===== src/rtl/hazard_ctrl.sv =====
// hazard_ctrl: pipeline hazard controller for the 5-stage risc_v core.
//
// Keeps a shadow copy of the register-address and control fields of the
// instructions in Execute, Memory and Writeback. From that copy it derives
// the operand forwarding selects, the load-use stall, the control-hazard
// flush, and a freeze that holds the pipeline while data memory is busy.
// Every pipeline-register enable and clear in the core comes from here, so
// the shadow stages step with exactly the stall/flush values driven out.
//
// Ports:
//   clk, rst            clock, synchronous active-high reset
//   Rs1D, Rs2D, RdD     register addresses of the instruction in Decode
//   RegWriteD           Decode instruction writes the register file
//   ResultSrcD          Decode result select (01 = load)
//   MemWriteD           Decode instruction is a store
//   PCSrcE              taken branch / jump resolved in Execute
//   mem_ready           data memory finished the access of the M instruction
//   StallF..StallM      hold PC, F/D, D/E, E/M registers
//   FlushD, FlushE      clear F/D, D/E registers
//   FlushW              clear M/W register (bubble into Writeback)
//   ForwardAE/BE        ALU operand select: 00 regfile, 01 ResultW, 10 ALUResultM
//   mem_err             sticky: a data-memory wait was force-released
//   stall_cnt           saturating count of cycles with StallF=1
//
// Handshake: mem_ready is level-sensitive. While the instruction in Memory
// accesses memory and mem_ready is low, the pipeline is frozen; the cycle in
// which mem_ready is seen high is the cycle the pipeline advances again.

module hazard_ctrl #(
  parameter int REG_ADDR_WIDTH = 5,
  parameter int MEM_TIMEOUT    = 15,
  parameter int PERF_WIDTH     = 16
) (
  input  logic                      clk,
  input  logic                      rst,
  input  logic [REG_ADDR_WIDTH-1:0] Rs1D,
  input  logic [REG_ADDR_WIDTH-1:0] Rs2D,
  input  logic [REG_ADDR_WIDTH-1:0] RdD,
  input  logic                      RegWriteD,
  input  logic [1:0]                ResultSrcD,
  input  logic                      MemWriteD,
  input  logic                      PCSrcE,
  input  logic                      mem_ready,
  output logic                      StallF,
  output logic                      StallD,
  output logic                      StallE,
  output logic                      StallM,
  output logic                      FlushD,
  output logic                      FlushE,
  output logic                      FlushW,
  output logic [1:0]                ForwardAE,
  output logic [1:0]                ForwardBE,
  output logic                      mem_err,
  output logic [PERF_WIDTH-1:0]     stall_cnt
);

  localparam int WAIT_W = $clog2(MEM_TIMEOUT + 1);
  localparam logic [WAIT_W-1:0] WAIT_LIMIT = WAIT_W'(MEM_TIMEOUT);

  typedef enum logic [0:0] {
    RUN      = 1'b0,
    MEM_WAIT = 1'b1
  } state_t;

  state_t state, state_next;
  logic [WAIT_W-1:0] wait_cnt;

  // Shadow Execute stage
  logic [REG_ADDR_WIDTH-1:0] rs1_e, rs2_e, rd_e;
  logic                      reg_write_e;
  logic [1:0]                result_src_e;
  logic                      mem_access_e;

  // Shadow Memory stage. The result select is not kept here: nothing
  // downstream of Execute depends on it for hazard decisions.
  logic [REG_ADDR_WIDTH-1:0] rd_m;
  logic                      reg_write_m;
  logic                      mem_access_m;

  // Shadow Writeback stage
  logic [REG_ADDR_WIDTH-1:0] rd_w;
  logic                      reg_write_w;

  logic mem_access_d;
  logic timeout_hit;
  logic mem_release;
  logic freeze;
  logic load_use;

  assign mem_access_d = MemWriteD | (ResultSrcD == 2'b01);

  // Counter reaching the limit only matters while waiting.
  assign timeout_hit = (state == MEM_WAIT) && (wait_cnt == WAIT_LIMIT);
  assign mem_release = mem_ready | timeout_hit;

  // The memory term is qualified with RUN so that a forced release in
  // MEM_WAIT is not immediately re-frozen by the same stuck access.
  assign freeze = ((state == RUN) && mem_access_m && !mem_ready) ||
                  ((state == MEM_WAIT) && !mem_release);

  assign load_use = (result_src_e == 2'b01) && (rd_e != '0) &&
                    ((rd_e == Rs1D) || (rd_e == Rs2D));

  // ---------------------------------------------------------------------
  // Next state and stall/flush controls
  // ---------------------------------------------------------------------
  always_comb begin
    state_next = state;
    StallF     = 1'b0;
    StallD     = 1'b0;
    StallE     = 1'b0;
    StallM     = 1'b0;
    FlushD     = 1'b0;
    FlushE     = 1'b0;
    FlushW     = 1'b0;

    case (state)
      RUN:      if (mem_access_m && !mem_ready) state_next = MEM_WAIT;
      MEM_WAIT: if (mem_release)                state_next = RUN;
      default:                                  state_next = RUN;
    endcase

    if (!rst) begin
      if (freeze) begin
        StallF = 1'b1;
        StallD = 1'b1;
        StallE = 1'b1;
        StallM = 1'b1;
        FlushW = 1'b1;
      end else if (PCSrcE) begin
        // Wrong-path instructions in D and E are discarded; any load-use
        // stall on the wrong-path Decode instruction is moot.
        FlushD = 1'b1;
        FlushE = 1'b1;
      end else if (load_use) begin
        StallF = 1'b1;
        StallD = 1'b1;
        FlushE = 1'b1;
      end
    end
  end

  // ---------------------------------------------------------------------
  // Forwarding selects; x0 is never forwarded, M has priority over W
  // ---------------------------------------------------------------------
  always_comb begin
    ForwardAE = 2'b00;
    ForwardBE = 2'b00;
    if (!rst) begin
      if (reg_write_m && (rd_m != '0) && (rd_m == rs1_e))
        ForwardAE = 2'b10;
      else if (reg_write_w && (rd_w != '0) && (rd_w == rs1_e))
        ForwardAE = 2'b01;

      if (reg_write_m && (rd_m != '0) && (rd_m == rs2_e))
        ForwardBE = 2'b10;
      else if (reg_write_w && (rd_w != '0) && (rd_w == rs2_e))
        ForwardBE = 2'b01;
    end
  end

  // ---------------------------------------------------------------------
  // FSM state, wait counter, error flag, performance counter
  // ---------------------------------------------------------------------
  always_ff @(posedge clk) begin
    if (rst) begin
      state     <= RUN;
      wait_cnt  <= '0;
      mem_err   <= 1'b0;
      stall_cnt <= '0;
    end else begin
      state <= state_next;

      if ((state == MEM_WAIT) && !mem_release)
        wait_cnt <= wait_cnt + WAIT_W'(1);
      else
        wait_cnt <= '0;

      if (timeout_hit && !mem_ready)
        mem_err <= 1'b1;

      if (StallF && (stall_cnt != {PERF_WIDTH{1'b1}}))
        stall_cnt <= stall_cnt + PERF_WIDTH'(1);
    end
  end

  // ---------------------------------------------------------------------
  // Shadow pipeline
  // ---------------------------------------------------------------------
  always_ff @(posedge clk) begin
    if (rst) begin
      rs1_e        <= '0;
      rs2_e        <= '0;
      rd_e         <= '0;
      reg_write_e  <= 1'b0;
      result_src_e <= 2'b00;
      mem_access_e <= 1'b0;
      rd_m         <= '0;
      reg_write_m  <= 1'b0;
      mem_access_m <= 1'b0;
      rd_w         <= '0;
      reg_write_w  <= 1'b0;
    end else begin
      // D -> E
      if (FlushE) begin
        rs1_e        <= '0;
        rs2_e        <= '0;
        rd_e         <= '0;
        reg_write_e  <= 1'b0;
        result_src_e <= 2'b00;
        mem_access_e <= 1'b0;
      end else if (!StallE) begin
        rs1_e        <= Rs1D;
        rs2_e        <= Rs2D;
        rd_e         <= RdD;
        reg_write_e  <= RegWriteD;
        result_src_e <= ResultSrcD;
        mem_access_e <= mem_access_d;
      end

      // E -> M
      if (!StallM) begin
        rd_m         <= rd_e;
        reg_write_m  <= reg_write_e;
        mem_access_m <= mem_access_e;
      end

      // M -> W
      if (FlushW) begin
        rd_w        <= '0;
        reg_write_w <= 1'b0;
      end else begin
        rd_w        <= rd_m;
        reg_write_w <= reg_write_m;
      end
    end
  end

endmodule


===== config.mk =====
export PLATFORM = sky130hd
export DESIGN_NAME = hazard_ctrl
export DESIGN_NICKNAME = d
export VERILOG_FILES = /design/src/rtl/hazard_ctrl.sv
export SDC_FILE = /design/constraint.sdc
export NUM_CORES = 1
export LEC_CHECK = 0
export CAP_MARGIN = 20
export CORE_UTILIZATION = 48
export CTS_BUF_LIST = sky130_fd_sc_hd__clkbuf_4 sky130_fd_sc_hd__clkbuf_8
export DETAILED_ROUTE_END_ITERATION = 16
export PLACE_DENSITY = 0.75
export SYNTH_ARGS = -nofsm -noshare
export SYNTH_HDL_FRONTEND = slang
export SYNTH_SLANG_ARGS = --single-unit

===== constraint.sdc =====
create_clock -name clk -period 3.15 [get_ports clk]
set_clock_uncertainty 0.05 [all_clocks]
set_input_delay 0.945 -clock clk [delete_from_list [all_inputs] [get_ports clk]]
set_output_delay 0.945 -clock clk [all_outputs]
set_load 0.005 [all_outputs]

==> results.cfg <==
[worst_hold_path]
holdPathStages = 1
hp-start = wait_cnt[0]
min_path_type = flop to flop
hold-path-endpoint = wait_cnt[0]

[floorplan]
initial_core_util_pct = 50.1
fp.dieW_microns = 75.0
die_area_sq_um = 5630
core_sq_um = 5110
die_h_microns = 75.0
pin_count = 51
core.rowCount = 26

[route]
drtIter0Drc = 123
vias_per_cell = 5.39
via_count = 2205
wl_microns = 5870
wl_per_cell_microns = 14.4
antenna_left = 0
drc = 0
drtPass1Iterations = 4

[synthesis]
synth_top_area_share_pct = 42.2
syn_nets = 294
synth_seq_cells = 54
synth_area_leaders = dfxtp_1 42%, a22o_1 6.5%, xor2_1 6.2%
yosysTopAreaCell = dfxtp_1
synthCells = 269
synthMuxAreaShare_pct = 4.01
ys_top_cells_by_count = 54 x dfxtp_1, 25 x nor2_1, 19 x a22o_1
async_flop_share_pct = 0
synth_edf_count = 0
yosysWarningCount = 0
yosysMostFrequentCell = dfxtp_1
synth_fa_ha_area_share_pct = 0.977
synth_compound_gate_area_share_pct = 15.7
synthSimpleGateAreaFrac_pct = 21.5
synth_area_sq_um = 2560
syn_avg_cell_area_sq_um = 9.52
synth_top_family_by_area = simple AND/OR/NAND/NOR gates
yosysSeqAreaShare_pct = 42.2
synthXorXnorAreaFrac_pct = 10.9
synth_ff_type = dfxtp_1
synth.distinct_cells = 49

[setup_path]
r2r_slack_ps = 720
path_class = input port to output pin
arrival_ps = 2090
cp.required_ps = 2150
worstSetupEndpointType = output pin
crit_fanout = 2
reg2reg_from = wait_cnt[0]
start_kind = input port
r2r-end = stall_cnt[9]
reg2reg_depth = 9

[placement]
hpwl_microns = 4330
gp_congestion = 0.809
place_inst = 397
port_buffers = 50

[pwr]
peakVddDrop_uv = 237
p_leak_nw = 1.43
pwr_density_cell_nw_per_um2 = 391

[sta]
period_share_pct = 98.0
slew_headroom_pct = 74.8
finalHoldViolCount = 0
setup_violations = 0
hold-worst-slack_ps = 413
min_period_ps = 3090
max_freq_mhz = 324
rsz0062_at_grt = no
drv_slew = 0
worst_slew_pin_slew_ps = 373

[cells_and_area]
drive_gt1_share_pct = 21.2
antenna_cells = 0
finalNetCount = 363
fill_cells = 457
multi_input_area_sq_um = 1420
stdcell_count = 409
area_growth_pct = 32.7
seqCellArea_sq_um = 1080

[clocking]
cts_tree = done
numCtsBuffers = 5
clk_pin_slew_ps = 90
root_buffer = clkbuf_8
htreeDepth = 2
clockBufferDepth = 2
clk_latency_ps = 310
cts.sinks = 54

[global_route]
grt_pass1_wl_microns = 9410
overflow = 0
grt_max_degree = 28
antenna_found_initial = 0
grt_pass1_vias = 1928
grtUsageTotal_pct = 22.4

[run_status]
status = finished, final reports clean

[job]
cap_viol_max_count = 0
-- through the flow --
stage	setup TNS [ps]	power, W	util (%)	cell area, sq um	setup WS [ps]
after floorplan	-13.2	0.000803	-	2560	-13.2
after global placement	-5030	0.000874	63.5	3240	-687
after detailed placement	-5170	0.000878	63.5	3240	-700
after CTS	-81.5	0.00133	65.6	3350	-27.6
after global routing	0	0.00138	66.6	3400	4.68
final	0	0.00133	66.6	3400	62.5
-- cell type report --
class	count	share of cell area, %
inverters	7	0.773
multi-input cells	193	41.8
clock buffers	5	2.02
repair buffers	77	19.8
well taps	70	2.58
flip-flops and latches	54	31.8
clock inverters	3	1.18
-- worst max-delay path, stage by stage --
cell,delay (ps)
buf_6,100
xor2_2,160
nor3_2,210
a22oi_2,120
o31a_1,310
nor2_2,110
buf_2,130
-- worst max-delay path by stage --
| stage | start | to | slack [ps] | cells past startpoint |
|---|---|---|---|---|
| final | Rs1D[0] | StallF | 60 | 7 |
| after global routing | Rs1D[0] | StallF | 5 | 7 |
| after floorplan | Rs1D[2] | StallF | -10 | 8 |
| after CTS | mem_ready | StallE | -30 | 5 |
| after detailed placement | Rs1D[2] | StallF | -700 | 7 |
| after global placement | Rs2D[1] | StallF | -690 | 7 |
-- logic make-up (layout without fill, tap and decap cells) --
group | after synthesis | after routing
simple gates | 97 | 97
fa+ha+maj | 2 | 2
compound gates | 52 | 52
xor+xnor | 32 | 32
mux | 10 | 10
flops | 54 | 54
buf+inv | 22 | 92
-- routing by layer --
| layer | share of wire, % | global-route usage (%) |
|---|---|---|
| met5 | 0 | 0 |
| met4 | 1.6 | 7.76 |
| met3 | 4.4 | 4.55 |
| met2 | 46 | 33.9 |
| met1 | 48 | 31.7 |
-- sequential cells by signal, indices dropped and copies added, names as in the netlist --
name / cells
rd_e: 5
rd_w: 5
result_src_e: 2
rs2_e: 5
stall_cnt: 16
rs1_e: 5
reg_write_w: 1
mem_err: 1
reg_write_m: 1
mem_access_e: 1
mem_access_m: 1
state: 1
rd_m: 5
wait_cnt: 4
reg_write_e: 1
-- layout by cell type, fill, tap and decap left out, types with 3 or more instances in the layout --
cell type	count
and2_1	9
nor2b_1	3
buf_4	24
clkbuf_8	5
xnor2_1	14
dlymetal6s2s_1	5
clkdlybuf4s50_1	26
inv_1	5
nand2_1	11
nand3_1	9
o311ai_0	4
buf_6	3
nand4_1	4
dfxtp_1	53
o31ai_1	3
mux2i_1	8
clkbuf_2	3
or4_1	7
dlygate4sd2_1	5
nor4_1	3
a22o_1	19
buf_2	9
nor3_1	4
nor2_1	22
xor2_1	16
or3_1	3
o41ai_1	3
a21oi_1	7
-- timing repair --
| item | in CTS | in global routing |
|---|---|---|
| endpoints found under the setup margin | 11 | 9 |
| hold buffers | 0 | 0 |
| buffers inserted | 1 | 3 |
| gates resized for setup | 64 | 18 |
| pin swaps | 8 | 7 |
-- power by group --
part	leakage (nW)	internal [W]	switching [W]
clock network	0.0579	0.000234	0.000229
registers	0.439	0.000699	0.0000199
logic	0.929	0.0000793	0.0000679
total	1.43	0.00101	0.000317
Note: power is estimated with default switching activity, not from simulation.
